**config.mk**
```make
export PLATFORM = sky130hd
export DESIGN_NAME = bitlogic_acc
export DESIGN_NICKNAME = d
export VERILOG_FILES = /design/src/rtl/bitlogic_pkg.sv /design/src/rtl/bitlogic_op.sv /design/src/rtl/bitlogic_acc.sv
export SDC_FILE = /design/constraint.sdc
export NUM_CORES = 1
export LEC_CHECK = 0
export CAP_MARGIN = 10
export CELL_PAD_IN_SITES_DETAIL_PLACEMENT = 1
export CELL_PAD_IN_SITES_GLOBAL_PLACEMENT = 2
export CORE_ASPECT_RATIO = 0.8
export CORE_MARGIN = 2
export CORE_UTILIZATION = 32
export DETAILED_ROUTE_END_ITERATION = 6
export PLACE_DENSITY = 0.92
export SLEW_MARGIN = 5
export SYNTH_ARGS = -nofsm -noshare
export SYNTH_HDL_FRONTEND = slang
export SYNTH_HIERARCHICAL = 1
export SYNTH_SLANG_ARGS = --single-unit
```
**constraint.sdc**
```tcl
create_clock -name clk -period 2.9 [get_ports clk]
set_input_delay 0.29 -clock clk [delete_from_list [all_inputs] [get_ports clk]]
set_output_delay 0.29 -clock clk [all_outputs]
set_load 0.005 [all_outputs]
```
**src/rtl/bitlogic_pkg.sv**
```systemverilog
// Shared types and limits for the bitlogic_acc slice: the per-bit op encoding,
// the accumulator sequencing state, and the legal operand width range.
package bitlogic_pkg;

   localparam int unsigned WIDTH_MIN = 1;
   localparam int unsigned WIDTH_MAX = 64;

   typedef enum logic [2:0] {
      OP_AND  = 3'd0,
      OP_OR   = 3'd1,
      OP_XOR  = 3'd2,
      OP_NAND = 3'd3,
      OP_NOR  = 3'd4,
      OP_XNOR = 3'd5,
      OP_ANDN = 3'd6,
      OP_PASS = 3'd7
   } op_t;

   typedef enum logic {
      ST_IDLE = 1'b0,
      ST_ACC  = 1'b1
   } acc_state_t;

endpackage

```
**src/rtl/bitlogic_op.sv**
```systemverilog
// Combinational bitwise operator: r = op(a, b), applied independently per bit.
module bitlogic_op
   import bitlogic_pkg::*;
#(
   parameter int unsigned WIDTH = 8
) (
   input  op_t              op,
   input  logic [WIDTH-1:0] a,
   input  logic [WIDTH-1:0] b,
   output logic [WIDTH-1:0] r
);

   always_comb begin
      r = a;
      case (op)
         OP_AND:  r = a & b;
         OP_OR:   r = a | b;
         OP_XOR:  r = a ^ b;
         OP_NAND: r = ~(a & b);
         OP_NOR:  r = ~(a | b);
         OP_XNOR: r = ~(a ^ b);
         OP_ANDN: r = a & ~b;
         OP_PASS: r = a;
         default: r = a;
      endcase
   end

endmodule

```
**src/rtl/bitlogic_acc.sv**
```systemverilog
// Bitwise-op unit with optional multi-beat accumulation and a one-deep output register.
// Define BITLOGIC_ACC_POPCOUNT_EN to add the registered out_pop ones-count output.
module bitlogic_acc
   import bitlogic_pkg::*;
#(
   parameter int unsigned WIDTH = 8
) (
   input  logic             clk,
   input  logic             rst,
   input  logic             in_valid,
   output logic             in_ready,
   input  logic [2:0]       op,
   input  logic             acc,
   input  logic             last,
   input  logic [WIDTH-1:0] x,
   input  logic [WIDTH-1:0] y,
   output logic             out_valid,
   input  logic             out_ready,
   output logic [WIDTH-1:0] out,
   output logic             out_zero
`ifdef BITLOGIC_ACC_POPCOUNT_EN
   ,
   output logic [$clog2(WIDTH+1)-1:0] out_pop
`else
`endif
);

   if (WIDTH < WIDTH_MIN || WIDTH > WIDTH_MAX) begin : g_bad_width
      $error("bitlogic_acc: WIDTH out of range");
   end

   acc_state_t       state_q, state_d;
   logic             acc_active;
   logic             accept;
   logic             load_out;
   logic [WIDTH-1:0] acc_q, acc_d;
   logic [WIDTH-1:0] opnd_b;
   logic [WIDTH-1:0] op_r;
   logic [WIDTH-1:0] acc_upd;
   logic [WIDTH-1:0] out_d;
   logic [WIDTH-1:0] out_q;
   logic             out_valid_q;
   logic             out_zero_q;

   assign in_ready  = !out_valid_q || out_ready;
   assign accept    = in_valid && in_ready;
   assign out_valid = out_valid_q;
   assign out       = out_q;
   assign out_zero  = out_zero_q;

   // Accumulate beats feed the running value back as operand B; y is unused then.
   assign opnd_b = acc ? acc_q : y;

   bitlogic_op #(.WIDTH(WIDTH)) u_op (
      .op (op_t'(op)),
      .a  (x),
      .b  (opnd_b),
      .r  (op_r)
   );

   always_ff @(posedge clk) begin
      if (rst) state_q <= ST_IDLE;
      else     state_q <= state_d;
   end

   always_comb begin
      state_d = state_q;
      if (accept && acc) state_d = last ? ST_IDLE : ST_ACC;
   end

   always_comb begin
      acc_active = (state_q == ST_ACC);
   end

   always_comb begin
      acc_upd  = acc_active ? op_r : x;
      out_d    = acc ? acc_upd : op_r;
      load_out = accept && (!acc || last);
      acc_d    = acc_q;
      if (accept && acc) acc_d = last ? '0 : acc_upd;
   end

   always_ff @(posedge clk) begin
      if (rst) begin
         acc_q       <= '0;
         out_q       <= '0;
         out_zero_q  <= 1'b1;
         out_valid_q <= 1'b0;
      end else begin
         acc_q <= acc_d;
         if (load_out) begin
            out_q       <= out_d;
            out_zero_q  <= (out_d == '0);
            out_valid_q <= 1'b1;
         end else if (out_ready) begin
            out_valid_q <= 1'b0;
         end
      end
   end

`ifdef BITLOGIC_ACC_POPCOUNT_EN
   localparam int unsigned PW = $clog2(WIDTH + 1);

   logic [PW-1:0] pop_d, pop_q;

   always_comb begin
      pop_d = '0;
      for (int unsigned i = 0; i < WIDTH; i++) pop_d = pop_d + PW'(out_d[i]);
   end

   always_ff @(posedge clk) begin
      if (rst)           pop_q <= '0;
      else if (load_out) pop_q <= pop_d;
   end

   assign out_pop = pop_q;
`else
   // No popcount output in this build.
`endif

endmodule

```
### After elaboration in Yosys (flattened, before gate mapping)

Cells that the tools add are included.

| word-level totals | value |
|---|---|
| input bits | 25 |
| output and inout bits | 11 |
| register bits after elaboration | 19 |

| cells by class | value |
|---|---|
| reduce and logical (&&, ||, !) cells | 10 |
| eq/ne operators | 7 |
| bitwise gates (word level) | 8 |
| mux-type cells | 8 |

Operators by type and width:

| kind | count |
|---|---|
| $pmux 8 s8 | 1 |
| $mux 8 | 4 |
| $not 8->8 | 4 |
| $and 8x8->8 | 2 |
| $eq 3x3->1 const B | 4 |
| $logic_not 8->1 | 1 |
| $or 8x8->8 | 1 |
| $xor 8x8->8 | 1 |
| $eq 3x2->1 const B | 2 |
| $eq 3x1->1 const B | 1 |
| $logic_and 1x1->1 | 3 |
| $logic_not 3->1 | 1 |
| $mux 1 | 3 |
| $logic_not 1->1 | 2 |
| $logic_or 1x1->1 | 2 |
| $reduce_bool 2->1 | 1 |

### Logic depth before layout (Yosys ltp)

| depth | value |
|---|---|
| word-level depth | 7 |
| depth in mapped cells | 12 |
| depth with buffers taken out | 11 |

### Modules after synthesis

The synthesis kept the hierarchy.

Modules (own cells, without submodules):

| module | cells an instance | seq. area each (um2) | times used | area an instance (um2) |
|---|---|---|---|---|
| bitlogic_acc | 107 | 380.4 | 1 | 1062.3 |
| bitlogic_op | 112 | 0.0 | 1 | 939.7 |

### Least setup slack after synthesis

No wires, ideal clock.

| timing | value |
|---|---|
| path kind | input -> register |
| from | input acc |
| to | register out_zero_q (netlist: out_zero) |
| arrival time | 2524 ps |
| cell stages on the path | 11 |
| data required time | 2833 ps |
| buffers on the path | 2 |
| setup slack | 308 ps |
| setup time | 67 ps |
| cell sequence | buf_4 buf_2 mux2_2 inv_1 ha_1 mux4_2 nand2_1 o21ai_0 o41ai_1 o211ai_1 o21ai_2 |

| between the ends | value |
|---|---|
| word-level cells in the longest chain between the ends | 7 |
| elaborated cells on any way between the ends | 16 |

RTL lines:

| item | RTL line | source |
|---|---|---|
| from (decl) | bitlogic_acc.sv:13 | `input logic acc,` |
| $mux 8 * | bitlogic_acc.sv:52 | `assign opnd_b = acc ? acc_q : y;` |
| via opnd_b[6] | bitlogic_acc.sv:37 | `logic [WIDTH-1:0] opnd_b;` |
| $not 8->8, or another cell as far along | bitlogic_op.sv:22 | `OP_ANDN: r = a & ~b;` |
| $and 8x8->8, or another cell as far along | bitlogic_op.sv:22 |  |
| $pmux 8 s8 * | bitlogic_op.sv:15 | `case (op)` |
| via op_r[6] | bitlogic_acc.sv:38 | `logic [WIDTH-1:0] op_r;` |
| $mux 8 | bitlogic_acc.sv:76 | `acc_upd = acc_active ? op_r : x;` |
| $mux 8 * | bitlogic_acc.sv:77 | `out_d = acc ? acc_upd : op_r;` |
| $logic_not 8->1 * | bitlogic_acc.sv:93 | `out_zero_q <= (out_d == '0);` |
| to (signal assigned) | bitlogic_acc.sv:93 |  |
| to (decl) | bitlogic_acc.sv:43 | `logic out_zero_q;` |

The timed path passes the listed nets; every way through them passes the cells marked *.
A chain may end at the register's enable or synchronous reset.

### Worst setup path after layout

| timing | value |
|---|---|
| from | input y[3] |
| to | register out_zero_q (netlist: out_zero) |

| between the ends | value |
|---|---|
| word-level cells in the longest chain between the ends | 7 |
| elaborated cells on any way between the ends | 13 |

RTL lines:

| item | RTL line | source |
|---|---|---|
| from (decl) | bitlogic_acc.sv:16 | `input logic [WIDTH-1:0] y,` |
| $mux 8 * | bitlogic_acc.sv:52 |  |
| via opnd_b[3] | bitlogic_acc.sv:37 |  |
| $not 8->8, or another cell as far along | bitlogic_op.sv:22 |  |
| $and 8x8->8, or another cell as far along | bitlogic_op.sv:22 |  |
| $pmux 8 s8 * | bitlogic_op.sv:15 |  |
| via op_r[3] | bitlogic_acc.sv:38 |  |
| $mux 8 | bitlogic_acc.sv:76 |  |
| $mux 8 * | bitlogic_acc.sv:77 |  |
| $logic_not 8->1 * | bitlogic_acc.sv:93 |  |

Marked as above.

==> metrics.yaml <==
run_status:
  status: "completed"
synthesis:
  synthFlopType: "sky130_fd_sc_hd__dfxtp_1"
  mappedNetlistNets: 268
  post_synth_instance_area_um2: 2000
  synthDistinctLibCells: 44
  yosys_register_bits: 19
  syn-mean-instance-area_um2: 9.14
  parity_gate_share_of_the_synthesized_area_counting_xor_and_xnor_cells: 0
  synthSimpleGateAreaFrac: 0.131
  synth_compound_gate_area_share: 0.191
  synthesis.yosys.warnings: 6
  netlist_instances: 219
  synth_sequential_area_ratio: 0.190
  post_synth_mux_area_share: 0.234
  synth_edf_count: 0
  post_synth_fa_ha_maj_area_fraction: 0.150
  ys_async_sr_fraction: 0
  synth_top_family_by_area: "multiplexers"
setup_path:
  worst-endpoint-arrival_ns: 2.81
  reg_to_reg_slack_setup_ns: 0.43
  worstPathRequired_ns: 3.10
  ff2ff_path_depth: 9
  crit_path_start_kind: "primary input"
  timing.rr.end: "out_zero"
  critical_path.endpoint_type: "register"
  worstPathMaxFanout: 3
  crit_type: "primary input to register"
  crit-reg2reg-launch: "acc_q[3]"
die:
  io-pin-count: 36
  dieArea_um2: 6910
  die_width_um: 92.4
  num_rows: 25
  dieHeight_um: 74.7
  start_util: 0.335
  core_um2: 5970
cts:
  cts_tree: "built"
  cts.path.max_buffers: 2
  cts_inserted_buffers: 3
  clk_pin_slew_ns: 0.08
  h-tree-depth: 1
  hold_buffers: 0
  cts_root_buf: "sky130_fd_sc_hd__clkbuf_8"
  clock_sinks: 19
  clock_latency_late_sink_ns: 0.26
placed_design:
  gp_congestion: 0.760
  hpwlAfterDp_um: 4150
  post_placement_cell_area_um2: 2530
  place.port_buffers: 35
min_path:
  worst_hold_path_type: "register to register"
  startpoint_of_the_tightest_hold_check_path: "out[2]"
  worst_hold_path.endpoint: "out[2]"
  worst_hold_path.num_cells: 2
global_routing:
  first_global_vias: 1950
  grt_pass1_wl_um: 8980
  antenna_found_initial: 0
  globalRouteOverflowTotal: 0
  largest_net_degree_at_the_start_of_global_routing: 31
  globalRouteTotalUtil: 0.163
timing:
  finClkSkew_ns: 0.00333
  rsz0062_at_grt: "no"
  relSlewSlack: 0.434
  setup_total_neg_slack_ns: 0
  min_period_over_period: 0.901
  period_needed_ns: 2.61
  worst_tran_pin_value_ns: 0.847
  max_freq_mhz: 383
  timing_hold_violations_final: 0
  slew_violations: 0
  finalSetupViolCount: 0
cells_and_area:
  finalNetCount: 320
  insertedDiodeCount: 0
  layout.core_utilization: 0.447
  final_layout_size_suffix_gt1_frac: 0.270
  final_area_um2: 2670
  synthesis_to_layout_area_growth_pct: 33.3
  final_cell_mix: "sky130_fd_sc_hd__clkdlybuf4s50_1, sky130_fd_sc_hd__buf_4, sky130_fd_sc_hd__ha_1"
  mostFrequentLayoutCell: "sky130_fd_sc_hd__clkdlybuf4s50_1"
drt:
  vias: 1795
  firstDrtPassIters: 4
  finalWirelength_um: 5680
  viasPerCell: 5.11
  drc: 0
  wl_per_cell_um: 16.2
  dr.first_iter.drc_count: 28
  drtAntennaViolNets: 0
pwr:
  post-layout-total-power_mw: 0.856
  power.static_leakage_nw: 1.13
  vdd_ir_drop_max_mv: 0.183
  power.density_nw_per_um2: 321
job:
  max_cap_viol_count: 0
-- what timing repair did --
action	4_1_cts	5_1_grt
pin swaps	1	1
buffers inserted	0	4
cloned	0	1
gates resized for setup	1	7
endpoints found under the setup margin	1	5
-- kinds of logic (layout without fill, tap and decap cells) --
family / Yosys count / count (layout)
buffers and inverters: 39 / 90
AOI/OAI and AO/OA: 50 / 50
and+or+nand+nor: 52 / 52
adders and majority gates: 24 / 24
muxes: 35 / 35
DFF: 19 / 19
-- cell type report --
| cell class | count | area, um2 |
|---|---|---|
| clock buffer | 3 | 41.3 |
| tap | 81 | 101 |
| fill | 690 | 3310 |
| sequential | 19 | 380 |
| inverter | 23 | 91.3 |
| multi-input combinational | 161 | 1440 |
| clock inverter | 1 | 5.00 |
| timing repair buffer | 63 | 606 |
-- sequential cells by signal (all words and copies together) (netlist names) --
register	cells
acc_q	8
out_valid	1
out_zero	1
out	8
acc_active	1
-- critical path: stages --
cell and delay, ns:
sky130_fd_sc_hd__clkdlybuf4s50_1 0.46, sky130_fd_sc_hd__mux2_2 0.16, sky130_fd_sc_hd__inv_1 0.05, sky130_fd_sc_hd__ha_1 0.29
sky130_fd_sc_hd__inv_1 0.05, sky130_fd_sc_hd__mux4_2 0.45, sky130_fd_sc_hd__mux2_2 0.33, sky130_fd_sc_hd__o41ai_4 0.35
sky130_fd_sc_hd__o211ai_1 0.20, sky130_fd_sc_hd__o21ai_2 0.16
-- per-stage QoR --
stage	hold slack [ns]	setup slack, ns	std cells
final	0.463	0.286	351
after global routing	0.487	0.201	351
after detailed placement	0.457	-0.200	342
after CTS	0.469	0.0355	346
after global placement	0.453	-0.159	342
after floorplan	0.450	0.308	219
-- cells in the mapped netlist, types with 5 or more instances --
cell,n,area [um2]
sky130_fd_sc_hd__nor2_1,14,52.6
sky130_fd_sc_hd__buf_6,6,67.6
sky130_fd_sc_hd__a2bb2oi_1,8,70.1
sky130_fd_sc_hd__inv_1,22,82.6
sky130_fd_sc_hd__buf_2,7,35.0
sky130_fd_sc_hd__o21ai_0,9,45.0
sky130_fd_sc_hd__dfxtp_1,19,380
sky130_fd_sc_hd__mux4_2,8,180
sky130_fd_sc_hd__mux2i_1,13,130
sky130_fd_sc_hd__nand3_1,5,25.0
sky130_fd_sc_hd__nand2_1,16,60.1
sky130_fd_sc_hd__ha_1,24,300
sky130_fd_sc_hd__nor3_1,6,30.0
sky130_fd_sc_hd__mux2_2,14,158
sky130_fd_sc_hd__a21oi_1,6,30.0
-- metal layers --
metal | track usage | vias up | wire, um
met4 | 0.0299 | 0 | 44
met2 | 0.312 | 34 | 2880
met3 | 0.0270 | 6 | 168
met1 | 0.198 | 869 | 2590
met5 | 0 | - | 0
li1 | - | 886 | -
-- where the power goes --
part / internal, mW / total [mW] / switching [mW]
clock: 0.0958 / 0.194 / 0.0986
combinational: 0.203 / 0.373 / 0.170
sequential: 0.276 / 0.288 / 0.0118
-- worst max path at each step --
stage               from  endpoint  slack (ns)
global route        y[3]  out_zero        0.20
detailed placement   acc  out_zero       -0.20
finish              y[3]  out_zero        0.29
floorplan            acc  out_zero        0.31
global placement     acc  out_zero       -0.16
CTS                  acc  out_zero        0.04
(Power assumes the default switching activity.)
